[config.mk]
export PLATFORM = sky130hd
export DESIGN_NAME = axi_lite_slave
export DESIGN_NICKNAME = d
export VERILOG_FILES = /design/src/rtl/axi_lite_slave.sv
export SDC_FILE = /design/constraint.sdc
export NUM_CORES = 1
export LEC_CHECK = 0
export ABC_AREA = 1
export ABC_CLOCK_PERIOD_IN_PS = 3800
export CAP_MARGIN = 25
export CORE_AREA = 2 2 264 266
export CTS_CLUSTER_DIAMETER = 120
export DETAILED_ROUTE_END_ITERATION = 10
export DIE_AREA = 0 0 266 268
export GPL_ROUTABILITY_DRIVEN = 1
export PLACE_DENSITY = 0.7
export SETUP_SLACK_MARGIN = 0.2
export SLEW_MARGIN = 0
export SYNTH_ARGS = -nofsm -noshare
export SYNTH_HDL_FRONTEND = slang
export SYNTH_SLANG_ARGS = --single-unit
[constraint.sdc]
create_clock -name ACLK -period 3.8 [get_ports ACLK]
set_clock_uncertainty 0.15 [all_clocks]
set_input_delay 0.76 -clock ACLK [delete_from_list [all_inputs] [get_ports ACLK]]
set_output_delay 0.76 -clock ACLK [all_outputs]
set_load 0.02 [all_outputs]
[src/rtl/axi_lite_slave.sv]
// AXI4-Lite register bank responder.
// Terminates AXI4-Lite transactions into NUM_REGS read/write registers with
// byte-strobe support, SLVERR for addresses outside the bank, and exposes the
// live register contents plus a per-register write-commit pulse.
module axi_lite_slave #(
  parameter int                    ADDR_WIDTH = 32,
  parameter int                    DATA_WIDTH = 32,
  parameter int                    NUM_REGS   = 16,
  parameter logic [ADDR_WIDTH-1:0] BASE_ADDR  = '0
) (
  input  logic                           ACLK,
  input  logic                           ARESETn,
  // write address channel
  input  logic [ADDR_WIDTH-1:0]          AWADDR,
  input  logic [2:0]                     AWPROT,
  input  logic                           AWVALID,
  output logic                           AWREADY,
  // write data channel
  input  logic [DATA_WIDTH-1:0]          WDATA,
  input  logic [DATA_WIDTH/8-1:0]        WSTRB,
  input  logic                           WVALID,
  output logic                           WREADY,
  // write response channel
  output logic [1:0]                     BRESP,
  output logic                           BVALID,
  input  logic                           BREADY,
  // read address channel
  input  logic [ADDR_WIDTH-1:0]          ARADDR,
  input  logic [2:0]                     ARPROT,
  input  logic                           ARVALID,
  output logic                           ARREADY,
  // read data channel
  output logic [DATA_WIDTH-1:0]          RDATA,
  output logic [1:0]                     RRESP,
  output logic                           RVALID,
  input  logic                           RREADY,
  // register bank view
  output logic [NUM_REGS*DATA_WIDTH-1:0] regs_o,
  output logic [NUM_REGS-1:0]            wr_pulse_o
);

  localparam int STRB_W   = DATA_WIDTH / 8;
  localparam int ADDR_LSB = $clog2(STRB_W);
  localparam int IDX_W    = $clog2(NUM_REGS);
  localparam logic [ADDR_WIDTH-1:0] BANK_BYTES = ADDR_WIDTH'(NUM_REGS * STRB_W);
  localparam logic [1:0] RESP_OKAY   = 2'b00;
  localparam logic [1:0] RESP_SLVERR = 2'b10;

  typedef enum logic [1:0] {W_IDLE = 2'd0, W_DATA = 2'd1, W_RESP = 2'd2} w_state_t;
  typedef enum logic [1:0] {R_IDLE = 2'd0, R_DATA = 2'd1} r_state_t;

  // Addresses below BASE_ADDR wrap to a huge offset, so one unsigned compare
  // covers both bounds (the bank is aligned and cannot wrap the address space).
  function automatic logic in_range(input logic [ADDR_WIDTH-1:0] addr);
    return (addr - BASE_ADDR) < BANK_BYTES;
  endfunction

  function automatic logic [IDX_W-1:0] reg_index(input logic [ADDR_WIDTH-1:0] addr);
    return IDX_W'((addr - BASE_ADDR) >> ADDR_LSB);
  endfunction

  w_state_t              w_state, w_state_nxt;
  r_state_t              r_state, r_state_nxt;
  logic [ADDR_WIDTH-1:0] aw_addr;
  logic [DATA_WIDTH-1:0] regs [NUM_REGS];
  logic [NUM_REGS-1:0]   wr_pulse;
  logic [1:0]            bresp_q, rresp_q;
  logic [DATA_WIDTH-1:0] rdata_q;
  logic                  aw_accept, w_commit, ar_accept;
  logic                  w_hit, r_hit;
  logic [IDX_W-1:0]      w_idx, r_idx;
  logic                  unused_prot;

  assign unused_prot = ^{AWPROT, ARPROT};

  assign aw_accept = AWREADY & AWVALID;
  assign w_commit  = WREADY & WVALID;
  assign ar_accept = ARREADY & ARVALID;
  assign w_hit     = in_range(aw_addr);
  assign w_idx     = reg_index(aw_addr);
  assign r_hit     = in_range(ARADDR);
  assign r_idx     = reg_index(ARADDR);

  // State registers for both channel FSMs; reset parks them in idle.
  always_ff @(posedge ACLK or negedge ARESETn) begin
    if (!ARESETn) begin
      w_state <= W_IDLE;
      r_state <= R_IDLE;
    end else begin
      w_state <= w_state_nxt;
      r_state <= r_state_nxt;
    end
  end

  // Write FSM next state and handshake outputs, decoded purely from state.
  always_comb begin
    w_state_nxt = W_IDLE;
    AWREADY     = 1'b0;
    WREADY      = 1'b0;
    BVALID      = 1'b0;
    case (w_state)
      W_IDLE: begin
        AWREADY     = 1'b1;
        w_state_nxt = AWVALID ? W_DATA : W_IDLE;
      end
      W_DATA: begin
        WREADY      = 1'b1;
        w_state_nxt = WVALID ? W_RESP : W_DATA;
      end
      W_RESP: begin
        BVALID      = 1'b1;
        w_state_nxt = BREADY ? W_IDLE : W_RESP;
      end
      default: w_state_nxt = W_IDLE;
    endcase
  end

  // Read FSM next state and handshake outputs, decoded purely from state.
  always_comb begin
    r_state_nxt = R_IDLE;
    ARREADY     = 1'b0;
    RVALID      = 1'b0;
    case (r_state)
      R_IDLE: begin
        ARREADY     = 1'b1;
        r_state_nxt = ARVALID ? R_DATA : R_IDLE;
      end
      R_DATA: begin
        RVALID      = 1'b1;
        r_state_nxt = RREADY ? R_IDLE : R_DATA;
      end
      default: r_state_nxt = R_IDLE;
    endcase
  end

  // Write path: latch AW address, commit strobed bytes, set response and pulse.
  always_ff @(posedge ACLK or negedge ARESETn) begin
    if (!ARESETn) begin
      aw_addr  <= '0;
      bresp_q  <= RESP_OKAY;
      wr_pulse <= '0;
      for (int i = 0; i < NUM_REGS; i++) regs[i] <= '0;
    end else begin
      wr_pulse <= '0;
      if (aw_accept) aw_addr <= AWADDR;
      if (w_commit) begin
        if (w_hit) begin
          for (int k = 0; k < STRB_W; k++) begin
            if (WSTRB[k]) regs[w_idx][k*8 +: 8] <= WDATA[k*8 +: 8];
          end
          wr_pulse[w_idx] <= 1'b1;
          bresp_q         <= RESP_OKAY;
        end else begin
          bresp_q <= RESP_SLVERR;
        end
      end
    end
  end

  // Read path: capture data on AR accept; sees pre-write contents on a collision.
  always_ff @(posedge ACLK or negedge ARESETn) begin
    if (!ARESETn) begin
      rdata_q <= '0;
      rresp_q <= RESP_OKAY;
    end else if (ar_accept) begin
      rdata_q <= r_hit ? regs[r_idx] : '0;
      rresp_q <= r_hit ? RESP_OKAY : RESP_SLVERR;
    end
  end

  assign BRESP      = bresp_q;
  assign RDATA      = rdata_q;
  assign RRESP      = rresp_q;
  assign wr_pulse_o = wr_pulse;

  for (genvar g = 0; g < NUM_REGS; g++) begin : g_regs_out
    assign regs_o[g*DATA_WIDTH +: DATA_WIDTH] = regs[g];
  end

endmodule

* Yosys cells after proc, flatten, opt, wreduce, memory -nomap -nowiden *
Cells that the tools add are included.
W data, S select, Z words.

operators by class
  magnitude comparators = 7
  muxes and demuxes = 44
  bitwise logic cells = 5
  reduce and logical (&&, ||, !) cells = 5
  equality and inequality tests = 3

operators with widths
  cell                   count
  $mux W512              10
  $bwmux W512            4
  $demux W32 S4          4
  $bmux W32 S4           1
  $mux W32               4
  $lt A32 B7 Y1 const B  2
  $mux W16               3
  $mux W24               1
  $ge A5 B5 Y1 const B   2
  $not A4 Y5             2
  $mux W1                9
  $mux W2                4
  $mux W8                1
  $pmux W2 S3            1
  $lt A4 B5 Y1 const B   1
  $lt A5 B1 Y1 const B   1
  $demux W1 S4           1
  $eq A2 B1 Y1 const B   2
  $ge A4 B1 Y1 const B   1
  $logic_not A2 Y1       2
  $and A1 B1 Y1          3
  $eq A2 B2 Y1 const B   1
  $logic_and A1 B1 Y1    2
  $pmux W1 S2            1
  $reduce_and A2 Y1      1

storage, ports and cells
  logic and storage cells = 87
  output and inout bits = 569
  input bits = 113
  flip-flop bits (word level) = 600

* Logic depth before layout (Yosys ltp) *
Gate-level depths: netlist of run 1.

  depth after elaboration = 19
  mapped depth = 10
  mapped depth without buffers = 8

* Worst setup path after synthesis of run 1 *
OpenSTA, ideal clock, no wires.

  path type = in2reg
  start point = input WVALID
  end point = register regs (netlist bit regs_o[100])
  setup time = 117 ps
  data arrival time = 1768 ps
  data required time = 3533 ps
  slack = 1765 ps
  cell stages on the path = 9
  buffers on the path = 2
  cells stage by stage = nand3_1 -> nor2_1 -> nand2_1 -> nor2_2 -> buf_6 -> buf_6 -> nand3_4 -> nand2_1 -> nand2_1

between the ends
  cells in the longest elaborated chain, start to end = 2

RTL lines
  what                                line  RTL
  from (decl)                         21    input logic WVALID,
  $and A1 B1 Y1                       77    assign w_commit = WREADY & WVALID;
  $reduce_and A2 Y1 (no source line)  n/a
  to (signal, indexed assignment)     149   if (WSTRB[k]) regs[w_idx][k*8 +: 8] <= WDATA[k*8 +: 8];
  to (decl)                           65    logic [DATA_WIDTH-1:0] regs [NUM_REGS];

No other way between the ends.
A chain may end at the register's enable or synchronous reset.

* Final worst setup path of run 1 *
  start point = register w_state[0]
  end point = output WREADY

between the ends
  cells in the longest elaborated chain, start to end = 2

RTL lines
  what                    line  RTL
  from (decl)             62    w_state_t w_state, w_state_nxt;
  from (signal assigned)  90    w_state <= w_state_nxt;
  $eq A2 B1 Y1            101   case (w_state)
  $mux W1                 101
  to (decl)               22    output logic WREADY,

No other way between the ends.

==> impl_summary.log, run 1 <==
[metrics] Layout Utilization: 0.582
[metrics] clock sink count: between 500 and 600
[metrics] Yosys top cell area share: 0.493
[metrics] CP max-delay cell: sky130_fd_sc_hd__clkdlybuf4s50_1
[metrics] via total after detailed routing: 30,875
[metrics] drt pass-1 iters: 6
[metrics] cts-stage hold buffer count: 0
[metrics] Gates resized, CTS repair: 0
[metrics] met3 wire length: about 13,000 um
[metrics] static power due to leakage: roughly 19 nW
[metrics] RSZ-0062 raised after global routing: false
[metrics] via count of the first global-routing pass: roughly 29,000
[metrics] Post-DRT Antenna Nets: 0
[metrics] crit path time final: ~2800 ps
[metrics] number of design rule violations left after detail routing: 0
[metrics] minimum setup slack after placement: roughly 670 ps
[metrics] weighted congestion at the end of routability-driven global placement: slightly above 0.9
[metrics] post-synth top area cell: sky130_fd_sc_hd__dfrtp_1
[metrics] Area growth, synth to finish: 31.3%
[metrics] Detail Route met2 WL: roughly 60,000 um
[metrics] DR top layer: met4
[metrics] sum of negative setup slack: 0 ps
[metrics] Placed Area: about 37,000 sq um
[metrics] largest driver fanout on the critical path: 5
[metrics] number of endpoints failing setup at the final stage: 0
[metrics] Metal-1 WL: 45,400 um
[metrics] first-pass GRT wire length: between 150,000 and 200,000 um
[metrics] wire per inst: approximately 24 um
[metrics] antenna violations before repair: 0
[metrics] post-synthesis cell area: approximately 30,000 sq um
[metrics] largest net degree at the start of global routing: roughly 140
[metrics] worst min-delay path category: in2async
[metrics] Die Y-Extent: 268 um
[metrics] post-synthesis sequential element count: between 500 and 600
[metrics] warnings from Yosys: 0
[metrics] run status: finished, final reports clean
[metrics] maximum vdd drop: between 0.0006 and 0.0007 V
[metrics] Cell Pwr Density: approximately 400 nW/um^2
[metrics] Overflow after GRT: 0
[metrics] number of buffers inserted to repair setup after CTS: 0
[metrics] H-tree lvl count: 3
[metrics] Worst Setup End Kind: output pin
[metrics] Max Slew Vio Count: 0
[metrics] Design Area, Final: 39,700 sq um
[metrics] total wire length: 127,000 um
[metrics] mean instance size in the synthesized netlist: 8.03 sq um
[metrics] Reg clk slew, reported paths: 60 ps
[metrics] arrival time at the worst endpoint: 1940 ps
[metrics] leading cell type by number of instances after synthesis: sky130_fd_sc_hd__nand2_1
[metrics] number of library cell types mapped by synthesis: 24
[metrics] final-stage net count: 4,378
[metrics] layout cells sized above 1: 0.0790
[metrics] highest clock frequency the design can meet: approximately 350 MHz
[metrics] prevailing post-synth register cell: sky130_fd_sc_hd__dfrtp_1
[metrics] die width: 266 um
[metrics] number of instances in the synthesized netlist: between 3,000 and 4,000
[metrics] core region area: between 60,000 and 70,000 sq um
[metrics] IO Pins: 682
[metrics] post-synthesis async set-or-reset flop share: 1.00
[metrics] critical path buffer and inverter count: 2
[metrics] GRT Total Usage: 0.347
[metrics] startpoint type of the worst setup path: flip-flop
[metrics] Starting Density: 0.443
[metrics] data required time at the worst endpoint: between 2000 and 3000 ps
[metrics] classification of the worst setup path: reg2out
[metrics] overall power consumption: between 15 and 20 mW
[metrics] critical-path cell list: inv_1 > nor2_1 > clkdlybuf4s50_1
[metrics] area enclosed by the die boundary: 71,300 sq um
[metrics] clock buffer depth: 3
[metrics] Area contributors post-synth: sky130_fd_sc_hd__dfrtp_1, sky130_fd_sc_hd__nand2_1, sky130_fd_sc_hd__nand4_1
[metrics] transition time of the tightest slew-check pin: 1130 ps
[metrics] CP peak stage delay: 650 ps
[metrics] number of enable flip-flop cells after synthesis: 0
[metrics] top cell types by occurrence after synthesis: sky130_fd_sc_hd__nand2_1, sky130_fd_sc_hd__dfrtp_1, sky130_fd_sc_hd__nand4_1
[metrics] final critical-path setup slack: approximately 950 ps
[metrics] clock tree from TritonCTS: done
[metrics] number of cell rows: 96
[metrics] clock latency on the worst-skew pair: 620 ps
[metrics] Root Buffer: sky130_fd_sc_hd__clkbuf_16
[metrics] I/O Buffers: 669
[metrics] number of max-capacitance violations reported: 0
[metrics] remaining max-slew budget at the tightest pin: 0.242
[metrics] cell family with the largest share of critical-path delay: buffers and inverters
[metrics] HPWL reported at the end of detailed placement: around 90,000 um
[metrics] Hold Fails Final Rpt: 0
[metrics] number of antenna cells inserted: 0
[metrics] first-iteration detailed-routing DRC count: around 4,200
[metrics] part of the Yosys area used for sequential elements: 0.493
[metrics] Vias per Instance: approximately 5.9
[metrics] number of CTS-inserted buffers: between 60 and 70
[metrics] fraction of the cycle the final worst path needs: 0.750
[metrics] worst reg2reg setup slack: approximately 1400 ps
placed cells by master, fill, tap and decap left out, types with 5 or more instances in the layout:
cell	count
sky130_fd_sc_hd__buf_12	23
sky130_fd_sc_hd__buf_4	100
sky130_fd_sc_hd__clkbuf_1	20
sky130_fd_sc_hd__clkbuf_16	70
sky130_fd_sc_hd__clkbuf_8	18
sky130_fd_sc_hd__clkdlybuf4s50_1	660
sky130_fd_sc_hd__dfrtp_1	595
sky130_fd_sc_hd__inv_1	10
sky130_fd_sc_hd__inv_2	7
sky130_fd_sc_hd__inv_6	5
sky130_fd_sc_hd__mux2_2	27
sky130_fd_sc_hd__nand2_1	1617
sky130_fd_sc_hd__nand3_1	490
sky130_fd_sc_hd__nand3_2	6
sky130_fd_sc_hd__nand3_4	50
sky130_fd_sc_hd__nand4_1	512
sky130_fd_sc_hd__nor2_1	46
sky130_fd_sc_hd__nor2_4	17
sky130_fd_sc_hd__nor3_1	16
path summary, 6_finish.rpt:
kind	from	to	cells after the start
worst min-delay path	ARESETn	regs_o[197]	1
worst max-delay path	w_state[0]	WREADY	3
worst min register to register	RDATA[21]	RDATA[21]	2
min in group ACLK	RDATA[21]	RDATA[21]	2
max in group asynchronous	ARESETn	RDATA[9]	3
worst max register to register	w_state[1]	regs_o[60]	10
sequential cells by signal (all words and copies together), names as in the netlist:
name,count
w_state,2
BRESP,1
aw_addr,30
RDATA,32
regs_o,512
wr_pulse_o,16
r_state,1
RRESP,1
per-stage QoR:
stage          hold slack, ps  cells
6_report                 21.6   5199
4_1_cts                  48.8   5199
2_1_floorplan             314   3765
5_1_grt                  79.6   5199
3_3_place_gp              313   5077
3_5_place_dp              315   5077
cells by family after synthesis:
| kind of cell | after synthesis | synth area share |
|---|---|---|
| DFF | 595 | 0.493 |
| other | 1 | 0.000124 |
| buffers and inverters | 376 | 0.0623 |
| and+or+nand+nor | 2758 | 0.433 |
| AOI/OAI and AO/OA | 7 | 0.00132 |
| muxes | 27 | 0.0101 |
area by class of cell:
cell class	instances	area [sq um]
Fill cell	6167	28500
Sequential cell	595	14900
Multi-Input combinational cell	2794	13500
Timing Repair Buffer	787	7860
Clock buffer	107	2060
Tap cell	882	1100
Clock inverter	15	211
Inverter	19	81.3
metal layers:
| layer | track usage | up-vias |
|---|---|---|
| li1 | - | 13782 |
| met1 | 0.421 | 14799 |
| met2 | 0.563 | 1912 |
| met3 | 0.0918 | 382 |
| met4 | 0.193 | 0 |
| met5 | 0 | - |
power by group:
group          total [mW]  switching (mW)  internal [mW]  leakage, nW
Clock                6.79            2.78           4.01         1.11
Combinational        2.49            1.84          0.647         9.19
Sequential           6.64           0.122           6.52         8.23
No activity file was read; power rests on OpenSTA's default activity.
==> run 2, diff against run 1 <==
--- a/config.mk
+++ b/config.mk
@@ -6,14 +6,14 @@
 export NUM_CORES = 1
 export LEC_CHECK = 0
 export ABC_AREA = 1
-export ABC_CLOCK_PERIOD_IN_PS = 3800
+export ABC_CLOCK_PERIOD_IN_PS = 2500
 export CAP_MARGIN = 25
-export CORE_AREA = 2 2 264 266
+export CORE_AREA = 2 2 268 270
 export CTS_CLUSTER_DIAMETER = 120
 export DETAILED_ROUTE_END_ITERATION = 10
-export DIE_AREA = 0 0 266 268
+export DIE_AREA = 0 0 270 272
 export GPL_ROUTABILITY_DRIVEN = 1
-export PLACE_DENSITY = 0.7
+export PLACE_DENSITY = 0.71
 export SETUP_SLACK_MARGIN = 0.2
 export SLEW_MARGIN = 0
 export SYNTH_ARGS = -nofsm -noshare
==> constraint.sdc (replaced) <==
create_clock -name ACLK -period 2.5 [get_ports ACLK]
set_clock_uncertainty 0.15 [all_clocks]
set_input_delay 0.5 -clock ACLK [delete_from_list [all_inputs] [get_ports ACLK]]
set_output_delay 0.5 -clock ACLK [all_outputs]
set_load 0.02 [all_outputs]
==> impl_summary.log, run 2 (synthesis results as in run 1) <==
[metrics] number of cell rows: 98 (was 96)
[metrics] largest net degree at the start of global routing: 91 (was 138)
[metrics] layout cells sized above 1: 0.101 (was 0.0790)
[metrics] CP max-delay cell: sky130_fd_sc_hd__clkdlybuf4s50_1 (unchanged)
[metrics] number of design rule violations left after detail routing: 0 (unchanged)
[metrics] Placed Area: 38,800 sq um (was 37,400 sq um)
[metrics] clock latency on the worst-skew pair: 620 ps (about the same)
[metrics] arrival time at the worst endpoint: 1630 ps (was 1940 ps)
[metrics] final critical-path setup slack: 219 ps (was 951 ps)
[metrics] data required time at the worst endpoint: 1850 ps (was 2890 ps)
[metrics] critical-path cell list: clkdlybuf4s50_1 (was inv_1 > nor2_1 > clkdlybuf4s50_1)
[metrics] via count of the first global-routing pass: 29,880 (was 29,060)
[metrics] via total after detailed routing: 31,554 (was 30,875)
[metrics] I/O Buffers: 669 (unchanged)
[metrics] Worst Setup End Kind: output pin (unchanged)
[metrics] Area growth, synth to finish: 34.7% (was 31.3%)
[metrics] static power due to leakage: 22.4 nW (was 18.5 nW)
[metrics] commonest cells after routing, fill and taps aside: sky130_fd_sc_hd__nand2_1, sky130_fd_sc_hd__dfrtp_1, sky130_fd_sc_hd__nand4_1, sky130_fd_sc_hd__nand3_1, sky130_fd_sc_hd__dlygate4sd2_1 (was sky130_fd_sc_hd__nand2_1, sky130_fd_sc_hd__clkdlybuf4s50_1, sky130_fd_sc_hd__dfrtp_1, sky130_fd_sc_hd__nand4_1, sky130_fd_sc_hd__nand3_1)
[metrics] Starting Density: 0.427 (was 0.443)
[metrics] area enclosed by the die boundary: 73,400 sq um (was 71,300 sq um)
[metrics] core region area: 70,800 sq um (was 68,200 sq um)
[metrics] cell family with the largest share of critical-path delay: buffers and inverters (unchanged)
[metrics] Cell Pwr Density: 593 nW/um^2 (was 401 nW/um^2)
[metrics] GRT Total Usage: 0.342 (was 0.347)
[metrics] Reg clk slew, reported paths: 60 ps (about the same)
[metrics] clock tree from TritonCTS: done (unchanged)
[metrics] critical path buffer and inverter count: 1 (was 2)
[metrics] number of buffers inserted to repair setup after CTS: 0 (unchanged)
[metrics] fraction of the cycle the final worst path needs: 0.913
[metrics] Design Area, Final: 40,700 sq um (was 39,700 sq um)
[metrics] classification of the worst setup path: reg2out (unchanged)
[metrics] CP peak stage delay: 650 ps (about the same)
[metrics] first-iteration detailed-routing DRC count: 3,702 (was 4,151)
[metrics] drt pass-1 iters: 6 (unchanged)
[metrics] max FFs per register: 512 (unchanged)
[metrics] crit path time final: approximately 2300 ps
[metrics] sum of negative setup slack: 0 ps (unchanged)
[metrics] worst min-delay path category: in2reg (was in2async)
[metrics] clock sink count: 595 (unchanged)
[metrics] transition time of the tightest slew-check pin: 610 ps (was 1130 ps)
[metrics] startpoint type of the worst setup path: flip-flop (unchanged)
[metrics] maximum vdd drop: 0.000820 V (was 0.000614 V)
[metrics] IO Pins: 682 (unchanged)
[metrics] overall power consumption: 24.1 mW (was 15.9 mW)
[metrics] RSZ-0062 raised after global routing: true (was false)
[metrics] largest driver fanout on the critical path: 3 (was 5)
[metrics] die width: 270 um (was 266 um)
[metrics] most frequent standard cell in the layout excluding fill and tap cells: sky130_fd_sc_hd__nand2_1 (unchanged)
[metrics] antenna violations before repair: 3 (was 0)
[metrics] number of CTS-inserted buffers: 67 (was 68)
[metrics] run status: finished, final reports clean (unchanged)
[metrics] clock buffer depth: 3 (unchanged)
[metrics] wire per inst: 24.0 um (was 24.4 um)
[metrics] Die Y-Extent: 272 um (was 268 um)
[metrics] weighted congestion at the end of routability-driven global placement: 0.976 (was 0.914)
[metrics] HPWL reported at the end of detailed placement: 92,100 um (was 87,900 um)
[metrics] Root Buffer: sky130_fd_sc_hd__clkbuf_16 (unchanged)
[metrics] Hold Fails Final Rpt: 0 (unchanged)
[metrics] highest clock frequency the design can meet: 438 MHz
[metrics] total wire length: 129,000 um (was 127,000 um)
[metrics] first-pass GRT wire length: 192,000 um (was 188,000 um)
[metrics] Vias per Instance: 5.88 (was 5.94)
[metrics] Post-DRT Antenna Nets: 0 (unchanged)
[metrics] Max Slew Vio Count: 0 (unchanged)
[metrics] H-tree lvl count: 3 (unchanged)
[metrics] number of max-capacitance violations reported: 0 (unchanged)
[metrics] remaining max-slew budget at the tightest pin: 0.594 (was 0.242)
[metrics] number of endpoints failing setup at the final stage: 0 (unchanged)
[metrics] number of antenna cells inserted: 0 (unchanged)
[metrics] final-stage net count: 4,483 (was 4,378)
[metrics] Overflow after GRT: 0 (unchanged)
[metrics] minimum setup slack after placement: -167 ps (was 671 ps)
==> run 2: stage by stage <==
stage	hold slack, ps	std cells	util
CTS	110	5366	0.572
global placement	312	5250	0.548
floorplan	54.4	3765	-
finish	145	5366	0.575
detailed placement	316	5250	0.548
global route	154	5366	0.575
==> run 2: path summary, 6_finish.rpt <==
path / startpoint / endpoint / slack [ps] / depth (start not counted)
hold reg to reg: RDATA[13] / RDATA[13] / 330 / 2
min in group asynchronous: ARESETn / RDATA[5] / 260 / 2
max in group asynchronous: ARESETn / RDATA[19] / 960 / 3
setup / recovery: regs_o[432] / regs_o[432] / 220 / 1
hold / removal: WSTRB[0] / regs_o[450] / 150 / 3
setup reg to reg: w_state[1] / regs_o[412] / 350 / 10
==> run 2: layout make-up <==
| type | count | area (sq um) |
|---|---|---|
| inverters | 19 | 81.3 |
| fillers | 6428 | 30000 |
| clock inverters | 19 | 231 |
| clock buffers | 96 | 1940 |
| multi-input cells | 2794 | 13500 |
| repair buffers | 893 | 8900 |
| well taps | 950 | 1190 |
| flip-flops and latches | 595 | 14900 |
==> run 2: worst min-delay path: cells and delay by family <==
kind / cells / cell delay [ps]
buffers and inverters: 1 / 210
and+or+nand+nor: 2 / 170
==> run 2: repair_timing <==
item	4_1_cts	5_1_grt
hold endpoints to repair	37	0
resized for setup	352	85
setup endpoints to repair	352	95
hold buffers	1	0
cloned	0	0
==> run 2: where the power goes <==
group,internal [mW],switching (mW),total (mW)
combinational,1.18,2.86,4.03
sequential,9.91,0.193,10.1
clock,5.81,4.19,10.0
total,16.9,7.24,24.1
==> run 2: metal layers <==
layer / up-vias / routed length (um) / GRT usage
met5: - / 19 / 0
met2: 1954 / 62200 / 0.574
met1: 15236 / 45500 / 0.404
met3: 377 / 13400 / 0.0843
met4: 2 / 7690 / 0.186
li1: 13985 / - / -
